`config.mk`:
```
export PLATFORM = sky130hd
export DESIGN_NAME = seq_divider
export DESIGN_NICKNAME = d
export VERILOG_FILES = /design/src/rtl/seq_divider.sv
export SDC_FILE = /design/constraint.sdc
export NUM_CORES = 1
export LEC_CHECK = 0
export ABC_CLOCK_PERIOD_IN_PS = 2000
export CAP_MARGIN = 10
export CORE_MARGIN = 2
export CORE_UTILIZATION = 49
export CTS_BUF_LIST = sky130_fd_sc_hd__clkbuf_4 sky130_fd_sc_hd__clkbuf_8
export CTS_CLUSTER_DIAMETER = 150
export DETAILED_ROUTE_END_ITERATION = 8
export GPL_TIMING_DRIVEN = 0
export PLACE_DENSITY = 0.82
export RECOVER_POWER = 100
export SYNTH_ARGS = -nofsm -noshare
export SYNTH_HDL_FRONTEND = slang
export SYNTH_SLANG_ARGS = --single-unit
```
`constraint.sdc`:
```
create_clock -name clk -period 2 [get_ports clk]
set_input_delay 0.3 -clock clk [delete_from_list [all_inputs] [get_ports clk]]
set_output_delay 0.3 -clock clk [all_outputs]
set_load 0.05 [all_outputs]
```
`src/rtl/seq_divider.sv`:
```
// ============================================================================
// seq_divider : restoring divider with a start/busy/done handshake,
//               one quotient bit per clock, MSB first.
// Revision    : 1.0
// ============================================================================
`default_nettype none

module seq_divider #(
   parameter int NDD = 11,
   parameter int NDV = 6
) (
   input  logic           clk,
   input  logic           rst_n,
   input  logic           start,
   input  logic [NDD-1:0] dividend,
   input  logic [NDV-1:0] divisor,
   output logic           busy,
   output logic           done,
   output logic [NDD-1:0] quotient,
   output logic [NDV-1:0] remainder,
   output logic           div_by_zero
);

   localparam int            CW       = $clog2(NDD);
   localparam logic [CW-1:0] CNT_LAST = CW'(NDD - 1);

   typedef enum logic [1:0] {
      S_IDLE = 2'd0,
      S_RUN  = 2'd1,
      S_DONE = 2'd2
   } state_t;

   state_t         state_q, state_d;
   logic [NDD-1:0] d_q, d_d;
   logic [NDV-1:0] v_q, v_d;
   logic [NDV-1:0] r_q, r_d;
   logic [CW-1:0]  cnt_q, cnt_d;
   logic [NDD-1:0] quot_q, quot_d;
   logic [NDV-1:0] rem_q, rem_d;
   logic           dbz_q, dbz_d;
   logic           busy_q, busy_d;
   logic           done_q, done_d;

   logic [NDV:0]   trial;
   logic           trial_ge;
   logic [NDV-1:0] trial_sub;
   logic [NDV-1:0] step_r;
   logic [NDD-1:0] step_d;

   // The running remainder always stays below V, so a subtraction done at
   // NDV bits is exact whenever the trial value is not smaller than V.
   assign trial     = {r_q, d_q[NDD-1]};
   assign trial_ge  = (trial >= {1'b0, v_q});
   assign trial_sub = trial[NDV-1:0] - v_q;
   assign step_r    = trial_ge ? trial_sub : trial[NDV-1:0];
   assign step_d    = {d_q[NDD-2:0], trial_ge};

   always_comb begin
      state_d = state_q;
      d_d     = d_q;
      v_d     = v_q;
      r_d     = r_q;
      cnt_d   = cnt_q;
      quot_d  = quot_q;
      rem_d   = rem_q;
      dbz_d   = dbz_q;

      case (state_q)
         S_IDLE, S_DONE: begin
            if (start) begin
               d_d   = dividend;
               v_d   = divisor;
               r_d   = '0;
               cnt_d = '0;
               if (divisor == '0) begin
                  state_d = S_DONE;
                  quot_d  = '1;
                  rem_d   = '0;
                  dbz_d   = 1'b1;
               end else begin
                  state_d = S_RUN;
                  dbz_d   = 1'b0;
               end
            end else begin
               state_d = S_IDLE;
            end
         end
         S_RUN: begin
            d_d   = step_d;
            r_d   = step_r;
            cnt_d = cnt_q + CW'(1);
            if (cnt_q == CNT_LAST) begin
               state_d = S_DONE;
               quot_d  = step_d;
               rem_d   = step_r;
            end
         end
         default: state_d = S_IDLE;
      endcase

      busy_d = (state_d == S_RUN);
      done_d = (state_d == S_DONE);
   end

   always_ff @(posedge clk or negedge rst_n) begin
      if (!rst_n) begin
         state_q <= S_IDLE;
         d_q     <= '0;
         v_q     <= '0;
         r_q     <= '0;
         cnt_q   <= '0;
         quot_q  <= '0;
         rem_q   <= '0;
         dbz_q   <= 1'b0;
         busy_q  <= 1'b0;
         done_q  <= 1'b0;
      end else begin
         state_q <= state_d;
         d_q     <= d_d;
         v_q     <= v_d;
         r_q     <= r_d;
         cnt_q   <= cnt_d;
         quot_q  <= quot_d;
         rem_q   <= rem_d;
         dbz_q   <= dbz_d;
         busy_q  <= busy_d;
         done_q  <= done_d;
      end
   end

   assign busy        = busy_q;
   assign done        = done_q;
   assign quotient    = quot_q;
   assign remainder   = rem_q;
   assign div_by_zero = dbz_q;

endmodule

`default_nettype wire

```
# Word-level counts from Yosys, hierarchy flattened
# Cells that the tools add are included.
classes:
  add_sub_neg: 2
  order_cmp: 1
  eq_ne: 8
  mux: 20
  reduce_logical: 7
ops:
  columns: ["operator", "n"]
  rows:
  - ["2-to-1 mux 11 bit", 4]
  - ["one-hot mux 11 bit (2 select lines)", 2]
  - ["2-to-1 mux 6 bit", 5]
  - ["one-hot mux 6 bit (2 select lines)", 2]
  - ["one-hot mux 4 bit (2 select lines)", 1]
  - [">= comparator 7 x 6 -> 1 bit", 1]
  - ["zero test 6 bit", 1]
  - ["2-to-1 mux 2 bit", 3]
  - ["inequality test 2 bit (second input constant)", 3]
  - ["subtractor 6 bit", 1]
  - ["adder 4 x 1 -> 4 bit (second input constant)", 1]
  - ["== test 2 x 1 -> 1 bit (second input constant)", 2]
  - ["== test 2 bit (second input constant)", 2]
  - ["== test 4 bit (second input constant)", 1]
  - ["2-to-1 mux 4 bit", 1]
  - ["one-hot mux 2 bit (2 select lines)", 1]
  - ["AND reduction 2 bit", 2]
  - ["AND reduction 4 bit", 1]
  - ["zero test 2 bit", 1]
  - ["nonzero test 2 bit", 1]
  - ["OR reduction 2 bit", 1]
  - ["2-to-1 mux 1 bit", 1]
totals:
  reg_bits: 49
  output_inout_bits: 20

# Logic depth before layout (Yosys ltp)
logic_depth:
  depth_word: 5
  mapped_depth: 9

# Worst setup path after synthesis
# No wires, ideal clock.
synth_timing:
  path_kind: "reg2reg"
  startpoint: "register r_q[1]"
  endpoint: "register rem_q[2], in the netlist remainder[2]"
  t_arrival_ns: 1.766
  t_required_ns: 1.923
  path_slack_ns: 0.157
  path_stages_with_launch: 7
  cell_sequence: "dfrtp_1 -> ha_1 -> a21o_1 -> a31oi_1 -> o21ai_2 -> mux2_2 -> a21oi_1"
synth_between:
  elab_chain_len: 4
  elab_cells_between_ends: 5
  classes_between: "add/sub (1); order compare (1); mux (3)"
synth_rtl:
  columns: ["item", "line_no", "text"]
  rows:
  - ["start, declared", "36", "logic [NDV-1:0] r_q, r_d;"]
  - ["start signal, assigned", "121", "r_q <= r_d;"]
  - ["subtractor 6 bit / >= comparator 7 x 6 -> 1 bit (equally long branches)", "54, 53", null]
  - ["2-to-1 mux 6 bit *", "55", "assign step_r = trial_ge ? trial_sub : trial[NDV-1:0];"]
  - ["2-to-1 mux 6 bit *", "92", "if (cnt_q == CNT_LAST) begin"]
  - ["one-hot mux 6 bit (2 select lines) *", "68", "case (state_q)"]
  - ["end signal, assigned", "124", "rem_q <= rem_d;"]
  - ["end, declared", "39", "logic [NDV-1:0] rem_q, rem_d;"]
# Mark *: on every way between the ends. The rest lies on a longest branch, timed or not. The select of a mux whose other input is x is not followed.
# A chain may end at the register's enable or synchronous reset.

# Worst setup path in the final report
layout_timing:
  startpoint: "register r_q[2]"
  endpoint: "register rem_q[2], in the netlist remainder[2]"
layout_between:
  elab_chain_len: 4
layout_rtl:
  columns: ["item", "line_no", "text"]
  rows:
  - [">= comparator 7 x 6 -> 1 bit", "53", "assign trial_ge = (trial >= {1'b0, v_q});"]
  - ["2-to-1 mux 6 bit", "55", null]
  - ["2-to-1 mux 6 bit", "92", null]
  - ["one-hot mux 6 bit (2 select lines)", "68", null]
# No other way between the ends. The select of a mux whose other input is x is not followed.

==> Flow_metrics.wiki <==
{| class="wikitable"
! Metric !! Value
|-
| TritonCTS clock tree || built
|-
| Wire length of the first global-routing pass || 8.46 mm
|-
| Total I/O pin count || 40
|-
| Min-Delay Path Depth || 2
|-
| Final Hold Slack || 481 ps
|-
| Total negative slack || 0 ps
|-
| Placeable Area || 4660 um^2
|-
| Share of final-layout standard cells stronger than drive strength 1 || 0.139
|-
| Final cell area excluding filler cells || 2980 um^2
|-
| Clock sink total || 49
|-
| WL/cell || 15.0 um
|-
| Signed area change from the synthesized netlist to the final layout || 27.4%
|-
| Largest area contributor in the netlist || sky130_fd_sc_hd__dfrtp_1
|-
| Number of optimization iterations in the first detailed-route pass || 5
|-
| PnR Total Power || 5.94 mW
|-
| Worst-case headroom to the max-slew limit || 0.478
|-
| Area after DPL || 2810 um^2
|-
| Core Rows || 25
|-
| Mapped Area || 2340 um^2
|-
| EDFF count, synth || 0
|-
| Global placement routability congestion || 0.801
|-
| IR Drop Worst-Case VDD || 0.818 mV
|-
| Power per cell area || 1990 nW/um^2
|-
| # nets final || 315
|-
| Smallest setup slack after layout || 59.4 ps
|-
| FF+latch count, synth || 49
|-
| Reg area || 1230 um^2
|-
| Clk Latency, worst-skew pair || 310 ps
|-
| Number of distinct library cells after synthesis || 40
|-
| Maximum single-stage delay on the critical path || 440 ps
|-
| Cell with the largest stage delay on the worst path || sky130_fd_sc_hd__dfrtp_1
|-
| Main synth FF type || sky130_fd_sc_hd__dfrtp_1
|-
| Type of element capturing the critical path || flop
|-
| Share of total power in sequential cells || 0.296
|-
| Final setup fails || 0
|-
| Antenna violations before repair || 0
|-
| R2R depth || 5
|-
| Cell with the most instances after synthesis || sky130_fd_sc_hd__nand2_1
|-
| Maximum number of pins on one net before global-route repair || 35
|-
| Total grt overflow || 0
|-
| Yosys warning count || 0
|-
| DRC violation total after the first TritonRoute iteration || 150
|-
| Horizontal extent of the die || 73.1 um
|-
| Share of power burned in the clock network || 0.141
|-
| Count of maximum capacitance violations || 0
|-
| Min-Delay Path Class || reg2reg
|-
| Filler Cells Inserted || 369
|-
| Global routing usage summed across all routing layers || 0.206
|-
| Combinational share of power || 0.563
|-
| Ys async rst share || 1.00
|-
| Vias per Instance || 5.50
|-
| Slew @ Worst Pin || 783 ps
|-
| Count of vias placed by the detailed router || 1876
|-
| Ordered list of cells on the worst path || ha_1 > nand3_1 > o21ai_4 > mux2_2 > a21oi_1
|-
| Total wire length after detailed routing || 5.11 mm
|-
| Startpoint kind of the worst setup timing path || flop
|-
| Post-synthesis instance total || 237
|-
| Final Max Tran Viols || 0
|-
| Internal portion of total power || 3.26 mW
|-
| Number of levels the H-tree was split into || 2
|-
| Highest attainable clock frequency || 0.515 GHz
|-
| Number of buffers inserted by port buffering || 39
|-
| Critical path class || reg2reg
|-
| Post-route DRC violation count || 0
|-
| Status || finished clean
|-
| Die Y || 73.1 um
|-
| Mapped Nets || 266
|-
| Placement Setup Slack || -164 ps
|-
| Antenna cells || 0
|-
| Synth Area per Inst || 9.88 um^2
|-
| Switching share of power || 0.452
|-
| Biggest fanout along the worst timing path || 8
|-
| Sequential share of the synthesized area || 0.524
|-
| Detail Route Antenna Nets || 0
|-
| Initial cell density of the core || 0.502
|-
| Crit path time final || 1940 ps
|-
| Top cells by area, synth || sky130_fd_sc_hd__dfrtp_1 (52%), sky130_fd_sc_hd__nand2_1 (8.0%), sky130_fd_sc_hd__ha_1 (4.3%), sky130_fd_sc_hd__o21ai_0 (3.4%), sky130_fd_sc_hd__a21oi_2 (3.4%)
|-
| Critical Path RT || 2240 ps
|-
| Period utilisation layout || 0.970
|-
| Clock Root Buffer || sky130_fd_sc_hd__clkbuf_8
|-
| Area of the die || 5350 um^2
|-
| Vias in the first global route || 1768
|-
| Data arrival at the endpoint of the critical path || 2180 ps
|-
| Leakage dissipation || 1.31 nW
|-
| Max Clock Skew || 7.17 ps
|-
| Most frequent cells after synthesis || sky130_fd_sc_hd__nand2_1 (50), sky130_fd_sc_hd__dfrtp_1 (49), sky130_fd_sc_hd__nor2_1 (16), sky130_fd_sc_hd__o21ai_0 (16), sky130_fd_sc_hd__a31oi_1 (11)
|-
| Area occupied by multi-input gates || 1050 um^2
|-
| Final number of hold-violating endpoints || 0
|-
| Clock-pin slew on the worst setup and hold paths || 90 ps
|-
| Buffer depth of the longest clock path || 2
|-
| Final HPWL DP || 3.54 mm
|-
| Share of the synthesized area in the top cell type || 0.524
|-
| Clock buffer count from CTS || 5
|-
| Net Sw Power || 2.68 mW
|}
==> flip-flops by register name, indices dropped and copies added, names as in the netlist <==
register / cells
busy: 1
cnt_q: 4
d_q: 11
div_by_zero: 1
done: 1
quotient: 11
r_q: 6
remainder: 6
state_q: 2
v_q: 6
==> routing by layer <==
metal  up-vias  wire length (um)  GRT usage
li1        902                 -          -
met1       911              2250      0.296
met2        58              2510      0.319
met3         5               295     0.0414
met4         0                49     0.0556
met5         -                 0          0
==> cell families (layout without fill, tap and decap cells) <==
kind of cell	count (synthesis)	in the layout	share of synthesized area
adder cells (fa/ha/maj)	9	9	0.0513
multiplexers	6	6	0.0262
buffers and inverters	21	71	0.0465
flip-flops	49	49	0.524
AND/OR/NAND/NOR	91	91	0.177
XOR/XNOR	3	3	0.0112
AO/OA/AOI/OAI	58	58	0.164
==> worst paths after layout <==
kind	from	endpoint	slack (ps)
worst max-delay path	r_q[2]$_DFFE_PN0P_	remainder[2]$_DFFE_PN0P_	60
worst min-delay path	remainder[1]$_DFFE_PN0P_	remainder[1]$_DFFE_PN0P_	480
worst min register to register	remainder[1]$_DFFE_PN0P_	remainder[1]$_DFFE_PN0P_	480
worst max register to register	r_q[2]$_DFFE_PN0P_	remainder[2]$_DFFE_PN0P_	60
min in group asynchronous	rst_n	quotient[9]$_DFFE_PN0P_	580
max in group asynchronous	rst_n	quotient[6]$_DFFE_PN0P_	400
==> power groups by stage <==
stage	Combinational, mW	Sequential, mW	Clock (mW)
2_1_floorplan	1.76	2.36	0
3_3_place_gp	3.13	1.75	0
3_5_place_dp	3.21	1.77	0
4_1_cts	3.29	1.76	0.845
5_1_grt	3.65	1.82	0.892
6_report	3.34	1.76	0.836
==> final cells by class <==
class                      count  share of cell area
multi-input combinational    167               0.351
timing repair buffer          42               0.137
inverter                      10              0.0143
sequential                    49               0.411
tap                           54              0.0227
clock buffer                   5              0.0231
buffer                        11              0.0189
clock inverter                 3              0.0218
==> critical path: cells and delay by family (launching register included) <==
kind	cells	cell delay, ps
AO/OA/AOI/OAI	2	490
adder cells (fa/ha/maj)	1	390
flip-flops	1	440
multiplexers	1	390
AND/OR/NAND/NOR	1	150
==> repair_timing <==
item,4_1_cts,5_1_grt
endpoints found under the setup margin,4,8
gates cloned,0,0
hold endpoints to repair,15,0
buffers inserted,0,1
hold buffers,1,0
resized for setup,2,8
pin swaps,0,3
==> cells in the final DEF (no fill, tap or decap), drive strengths merged, types with 2 or more instances in the layout <==
cell type / n
clkdlybuf4s50: 17
inv: 9
nand2b: 4
nand2: 50
o21a: 2
clkinv: 2
bufinv: 2
clkbuf: 16
a21o: 3
xnor2: 2
nor3: 2
nand3: 3
dfrtp: 49
a21oi: 13
dlygate4sd3: 22
o21ai: 18
a31oi: 11
nor2: 24
o22ai: 3
ha: 8
mux2i: 5
a22o: 2
nor2b: 5
buf: 3
==> metrics by stage <==
stage / std cells / util
2_1_floorplan: 237 / -
3_3_place_gp: 330 / 0.601
3_5_place_dp: 331 / 0.604
4_1_cts: 340 / 0.637
5_1_grt: 341 / 0.640
6_report: 341 / 0.640
No activity file was read; power rests on OpenSTA's default activity.
